$ cat src/rtl/stock_keeper.sv
// stock_keeper: per-lane goods inventory with admin replenish/clear/inquire
// and customer purchase. Optional SALES_LOG_EN adds per-lane sold counters.
// Ports: clk, rst (sync, active-high); admin: en, clear, re, re_lane,
//   re_amt, inquire, inq_lane; customer: buy, buy_lane;
//   results: stock_out, stock_vld, re_done, re_sat, buy_ok, buy_fail,
//   empty_mask, busy, sold_out.
module stock_keeper #(
  parameter int LANES     = 8,
  parameter int CNT_W     = 7,
  parameter int MAX_STOCK = 99
) (
  input  logic             clk,
  input  logic             rst,
  input  logic             en,
  input  logic             clear,
  input  logic             re,
  input  logic [2:0]       re_lane,
  input  logic [CNT_W-1:0] re_amt,
  input  logic             inquire,
  input  logic [2:0]       inq_lane,
  input  logic             buy,
  input  logic [2:0]       buy_lane,
  output logic [CNT_W-1:0] stock_out,
  output logic             stock_vld,
  output logic             re_done,
  output logic             re_sat,
  output logic             buy_ok,
  output logic             buy_fail,
  output logic [LANES-1:0] empty_mask,
  output logic             busy,
  output logic [7:0]       sold_out
);

  typedef enum logic {
    S_IDLE,
    S_CLEAR
  } state_t;

  localparam logic [CNT_W:0]   L_MAXW = (CNT_W+1)'(MAX_STOCK);
  localparam logic [CNT_W-1:0] L_MAXC = CNT_W'(MAX_STOCK);
  localparam logic [2:0]       L_LAST = 3'(LANES-1);

  state_t           r_state;
  logic [2:0]       r_idx;
  logic [CNT_W-1:0] r_cnt [LANES];
  logic             r_clear_q;
  logic             r_re_q;
  logic             r_inq_q;
  logic             r_buy_q;

  logic             w_idle;
  logic             w_clr_e;
  logic             w_re_e;
  logic             w_inq_e;
  logic             w_buy_e;
  logic             w_clr_go;
  logic             w_re_go;
  logic             w_buy_go;
  logic             w_buy_ok;
  logic             w_buy_fail;
  logic             w_inq_go;
  logic [CNT_W:0]   w_sum;
  logic             w_sat;

  assign w_idle  = (r_state == S_IDLE);
  assign w_clr_e = clear & ~r_clear_q;
  assign w_re_e  = re & ~r_re_q;
  assign w_inq_e = inquire & ~r_inq_q;
  assign w_buy_e = buy & ~r_buy_q;

  // Priority: clear > re > buy > inquire; admin edges need en.
  assign w_clr_go = w_idle & w_clr_e & en;
  assign w_re_go  = w_idle & ~w_clr_go & w_re_e & en;
  assign w_buy_go = w_idle & w_buy_e
                  & ~(w_clr_e & en) & ~(w_re_e & en);
  assign w_inq_go = w_idle & w_inq_e & en & ~w_buy_e
                  & ~(w_clr_e & en) & ~(w_re_e & en);

  assign w_buy_ok   = w_buy_go & (r_cnt[buy_lane] != '0);
  // Any buy edge not vended (busy, lost priority, empty lane) is refused.
  assign w_buy_fail = w_buy_e & ~w_buy_ok;

  // One extra bit so the clip test sees the true sum.
  assign w_sum = {1'b0, r_cnt[re_lane]} + {1'b0, re_amt};
  assign w_sat = (w_sum > L_MAXW);

  always_comb begin
    empty_mask = '0;
    for (int i = 0; i < LANES; i++)
      empty_mask[i] = (r_cnt[i] == '0);
  end

  always_ff @(posedge clk) begin
    if (rst) begin
      r_state   <= S_IDLE;
      r_idx     <= '0;
      r_clear_q <= 1'b0;
      r_re_q    <= 1'b0;
      r_inq_q   <= 1'b0;
      r_buy_q   <= 1'b0;
      stock_out <= '0;
      stock_vld <= 1'b0;
      re_done   <= 1'b0;
      re_sat    <= 1'b0;
      buy_ok    <= 1'b0;
      buy_fail  <= 1'b0;
      busy      <= 1'b0;
      for (int i = 0; i < LANES; i++)
        r_cnt[i] <= '0;
    end else begin
      r_clear_q <= clear;
      r_re_q    <= re;
      r_inq_q   <= inquire;
      r_buy_q   <= buy;
      stock_vld <= 1'b0;
      re_done   <= 1'b0;
      re_sat    <= 1'b0;
      buy_ok    <= w_buy_ok;
      buy_fail  <= w_buy_fail;
      case (r_state)
        S_IDLE: begin
          if (w_clr_go) begin
            r_state <= S_CLEAR;
            r_idx   <= '0;
            busy    <= 1'b1;
          end else if (w_re_go) begin
            r_cnt[re_lane] <= w_sat ? L_MAXC
                                    : w_sum[CNT_W-1:0];
            re_done <= 1'b1;
            re_sat  <= w_sat;
          end else if (w_buy_ok) begin
            r_cnt[buy_lane] <= r_cnt[buy_lane] - 1'b1;
          end else if (w_inq_go) begin
            stock_out <= r_cnt[inq_lane];
            stock_vld <= 1'b1;
          end
        end
        S_CLEAR: begin
          r_cnt[r_idx] <= '0;
          r_idx        <= r_idx + 1'b1;
          if (r_idx == L_LAST) begin
            r_state <= S_IDLE;
            busy    <= 1'b0;
          end
        end
      endcase
    end
  end

`ifdef SALES_LOG_EN
  logic [7:0] r_sold [LANES];

  always_ff @(posedge clk) begin
    if (rst) begin
      sold_out <= '0;
      for (int i = 0; i < LANES; i++)
        r_sold[i] <= '0;
    end else begin
      if (r_state == S_CLEAR)
        r_sold[r_idx] <= '0;
      else if (w_buy_ok && r_sold[buy_lane] != 8'hFF)
        r_sold[buy_lane] <= r_sold[buy_lane] + 1'b1;
      if (w_inq_go)
        sold_out <= r_sold[inq_lane];
    end
  end
`else
  assign sold_out = '0;
`endif

endmodule

$ cat config.mk
export PLATFORM = sky130hd
export DESIGN_NAME = stock_keeper
export DESIGN_NICKNAME = d
export VERILOG_FILES = /design/src/rtl/stock_keeper.sv
export SDC_FILE = /design/constraint.sdc
export NUM_CORES = 1
export LEC_CHECK = 0
export ABC_AREA = 1
export ABC_CLOCK_PERIOD_IN_PS = 5700
export BUFFER_PORTS_ARGS = -buffer_cell sky130_fd_sc_hd__buf_2
export CORE_AREA = 2 2 96 98
export CTS_BUF_LIST = sky130_fd_sc_hd__clkbuf_16
export DETAILED_ROUTE_END_ITERATION = 8
export DIE_AREA = 0 0 98 100
export PLACE_DENSITY_LB_ADDON = 0.1
export SETUP_SLACK_MARGIN = 0.2
export SYNTH_ARGS = -nofsm -noshare
export SYNTH_HDL_FRONTEND = slang
export SYNTH_SLANG_ARGS = --single-unit
$ cat constraint.sdc
create_clock -name clk -period 5.7 [get_ports clk]
set_clock_uncertainty 0.05 [all_clocks]
set_input_delay 1.71 -clock clk [delete_from_list [all_inputs] [get_ports clk]]
set_output_delay 1.71 -clock clk [all_outputs]
set_load 0.05 [all_outputs]
# == Word level (Yosys, flattened, before mapping) ==
# Memories as Yosys holds them, arrays and structs flattened. A register that Yosys moved wholly into a read port is not among the register bits.
# Index checks and enable logic that the tools add are counted.
# op_classes
magnitude_cmp,1
bitwise_logic,32
reduce_logical,16
n_addsub,3
eq_ne,3
muxes,35
# op_table
op,count
$logic_not A7 Y1,8
$mux W7,4
$mux W1,24
$and A1 B1 Y1,21
$reduce_or A7 Y1,3
$mux W3,4
$not A1 Y1,11
$add A7 B7 Y8,1
$gt A8 B7 Y1 const B,1
$reduce_bool A7 Y1,1
$sub A7 B1 Y7 const B,1
$pmux W3 S2,1
$reduce_and A5 Y1,1
$reduce_or A5 Y1,1
$ne A2 B1 Y1 const B,2
$pmux W1 S2,2
$reduce_or A4 Y1,1
$add A3 B1 Y3 const B,1
$eq A3 B3 Y1 const B,1
$reduce_and A2 Y1,1
# word_totals
elab_cells,103
n_memories,1
mem_bits_rw,56
ff_bits,14
# mem_list
name,depth,word_bits,read_ports,rd_ports_with_merged_regs,write_ports,line,text
r_cnt,8,7,11,1,8,45,logic [CNT_W-1:0] r_cnt [LANES];

# == Depth between registers and ports, before layout ==
# depth
depth_word,17
ltp_mapped,20
depth_no_buf,18

# == Worst setup path after synthesis ==
# Ideal clock, no wire load.
# synth_timing
kind,input -> register
start,input port re_lane[0]
end,"memory r_cnt[0][1], data pin"
arrival_time_ns,4.175
cell_stages,17
path_slack_ns,1.213
n_path_buf,2
t_required_ns,5.388
setup_time_ns,0.262
cell_sequence,clkbuf_1 clkbuf_1 o21ai_0 a221oi_1 a31oi_1 ha_1 a21oi_1 or2_2 nand3_1 inv_1 o21bai_1 a21oi_1 nand2_1 nor2_1 nand2_1 nand3_1 nor2_1
# synth_lines
element,line,text
from (decl),17,"input logic [2:0] re_lane,"
to (decl),45,

==> results.yml <==
power_and_ir_drop:
  power.density_nw_per_um2: 284.7
  ir_worst_vdd_mv: 0.2049
  leakage_uw: 0.002468
clock_tree:
  cts_inserted_buffers: 9
  post-cts-setup-buffer-count: 0
  cts_resized: 0
  cts.sinks: 77
  clk_path_buf_depth: 2
  cts.reportedPaths.clkPinSlew_ns: 0.06
  clock_latency_ns: 0.34
  cts_htree_levels: 3
  cts_tree: "done"
  hold_buffers: 0
  cts_root_buffer: "clkbuf_16"
floorplan:
  start_util: 0.5787
  io_pins: 52
  die-area_sq_um: 9800
  rows: 35
  coreArea_sq_um: 8890
  die_h_microns: 100
  dieWidth_microns: 98
setup_path:
  r2r_start: "r_cnt[4][2]"
  crit_arrival_ns: 5.25
  r2r_slack_ns: 1.99
  slowest_delay_ns: 0.47
  cp-end-kind: "register"
  crit_slowest_cell: "inv_1"
  start_kind: "input port"
  cp_max_fo: 22
  path_cells: "buf_2 > inv_1 > a21oi_1 > a221oi_1 > a31oi_1 > ha_1 > a21oi_1 > or2_2 > nand3_1 > inv_1 > o21bai_1 > a21oi_1 > nand2_1 > o21ai_0 > nand3_1 > nor2_1"
  crit_path_start: "re_lane[0]"
  critPathKind: "input port to register"
  required_ns: 5.82
  path_common_cell: "a21oi_1"
route:
  route.detailed.drc: 0
  wl_mm: 16.79
  antenna_left: 0
  num_vias: 5035
  viasPerCell: 6.155
  first_iter_violations: 625
  detail_route.wl_per_cell_microns: 20.52
  firstDrtPassIters: 6
sta:
  maxSlewHeadroom: 0.5212
  finalMaxSlewViolations: 0
  max_slew.worst_pin.slew_ns: 0.7182
  period_needed_ns: 5.131
  max_freq_ghz: 0.1949
  hold_violations: 0
  rsz0062_at_grt: "false"
  final-setup-viol-count: 0
  setup_ws_ns: 0.5692
  period_share: 0.9001
  final.setup.tns_ns: 0
finish:
  final_cell_mix: "110 x nand2_1, 76 x nor2_1, 71 x o21ai_0"
  final_layout_size_suffix_gt1_frac: 0.1499
  fin_nets: 736
  stdcell_area_sq_um: 5609
  diodes: 0
  layout_commonest_cell: "nand2_1"
  syn_to_final_growth_pct: 9.022
  stdcell_count: 818
logic_synthesis:
  synth_area_sq_um: 5145
  synth_cell_types: 45
  syn_area_per_cell_sq_um: 7.622
  ys_ff_latch: 77
  yosysSeqAreaShare: 0.4086
  netlist_instances: 675
  synth_edf_count: 56
  async_reset_ff_frac: 0
  synth-main-ff-cell: "edfxtp_1"
  yosysWarnings: 0
global_route:
  grt_pass1_wl_mm: 25.19
  track_usage: 0.3439
  grt_pass1_vias: 4510
  overflow: 0
  grt_max_degree: 48
  antenna_found_initial: 0
placement:
  place.gp.congestion: 1.006
  placedCellCount: 802
  place_ws_ns: 0.3853
  dpl_cell_area_sq_um: 5334
  dp_hpwl_mm: 12.28
  portBuffers: 43
hold_path:
  hp-class: "register to register"
  hold_path_startpoint: "r_idx[0]"
flow_run:
  maxCapViolCount: 0
status:
  outcome: "finished, final reports clean"
[critical path: cells and delay by family]
family,cells,cell delay (ns)
AOI/OAI and AO/OA,7,1.41
adders and majority gates,1,0.40
buffers and inverters,3,0.65
and+or+nand+nor,5,1.06
[sequential cells by signal, indices dropped and copies added, names as in the netlist]
signal / flops
r_idx: 3
r_re_q: 1
r_clear_q: 1
re_done: 1
r_state: 1
re_sat: 1
r_buy_q: 1
stock_vld: 1
buy_ok: 1
r_inq_q: 1
r_cnt: 56
buy_fail: 1
busy: 1
stock_out: 7
[layout make-up]
| cell class | count | area (sq um) |
|---|---|---|
| Clock inverter | 7 | 50.05 |
| Timing Repair Buffer | 49 | 260.3 |
| Sequential cell | 77 | 2102 |
| Fill cell | 837 | 3281 |
| Clock buffer | 9 | 225.2 |
| Inverter | 73 | 279.0 |
| Multi-Input combinational cell | 492 | 2554 |
| Tap cell | 111 | 138.9 |
[final timing paths]
path | end | depth (start not counted)
hold / removal | r_idx[0] | 1
setup reg to reg | r_cnt[0][2] | 15
hold reg to reg | r_idx[0] | 1
setup / recovery | r_cnt[0][2] | 16
[logic make-up (layout without fill, tap and decap cells)]
family | Yosys count | in the layout | share of synthesized area
compound gates | 162 | 162 | 0.1734
xor+xnor | 5 | 5 | 0.008513
fa+ha+maj | 11 | 11 | 0.02821
buf+inv | 113 | 138 | 0.1014
flops | 77 | 77 | 0.4086
other cells | 1 | 8 | 0.0007289
simple gates | 306 | 306 | 0.2792
[synthesized netlist by cell type (2+ instances only)]
library cell	count	area, sq um
inv_2	3	11.26
nand3_2	6	60.06
edfxtp_1	56	1682
o211ai_1	7	52.55
inv_1	67	251.5
nor2_2	3	18.77
clkbuf_1	19	71.32
nor2_4	4	45.04
buf_2	2	10.01
a221oi_1	5	43.79
nand2_1	110	412.9
xnor2_1	3	26.28
buf_4	11	82.58
buf_6	5	56.30
o21ai_1	3	15.01
nand3_1	56	280.3
nand2_2	15	93.84
dfxtp_1	21	420.4
a31oi_1	14	87.58
xor2_1	2	17.52
o21ai_0	71	355.3
a21oi_1	56	280.3
clkinv_1	2	7.510
ha_1	10	125.1
nor3_1	2	10.01
nor4_1	9	56.30
nand4_1	15	93.84
nor2_1	76	285.3
or2_2	5	31.28
buf_1	2	7.510
[where the power goes]
group	switching [uW]	internal, uW
clock	244	297
combinational	300	99.4
sequential	23.6	633
total	568	1030
[per-layer routing]
layer	part of all wire	global-route usage	up-vias
met5	0	0	-
met4	0.026	0.1132	0
met3	0.12	0.06476	33
met2	0.45	0.5458	313
met1	0.40	0.4797	2333
li1	-	-	2356
[metrics by stage]
| stage | hold slack, ns | util | total power (uW) |
|---|---|---|---|
| 2_1_floorplan | 0.4049 | - | 935.0 |
| 3_3_place_gp | 0.3942 | 0.6000 | 1047 |
| 3_5_place_dp | 0.4488 | 0.6000 | 1055 |
| 4_1_cts | 0.4578 | 0.6310 | 1587 |
| 5_1_grt | 0.4773 | 0.6310 | 1650 |
| 6_report | 0.4543 | 0.6310 | 1597 |
Power figures use the tool's default switching activity.
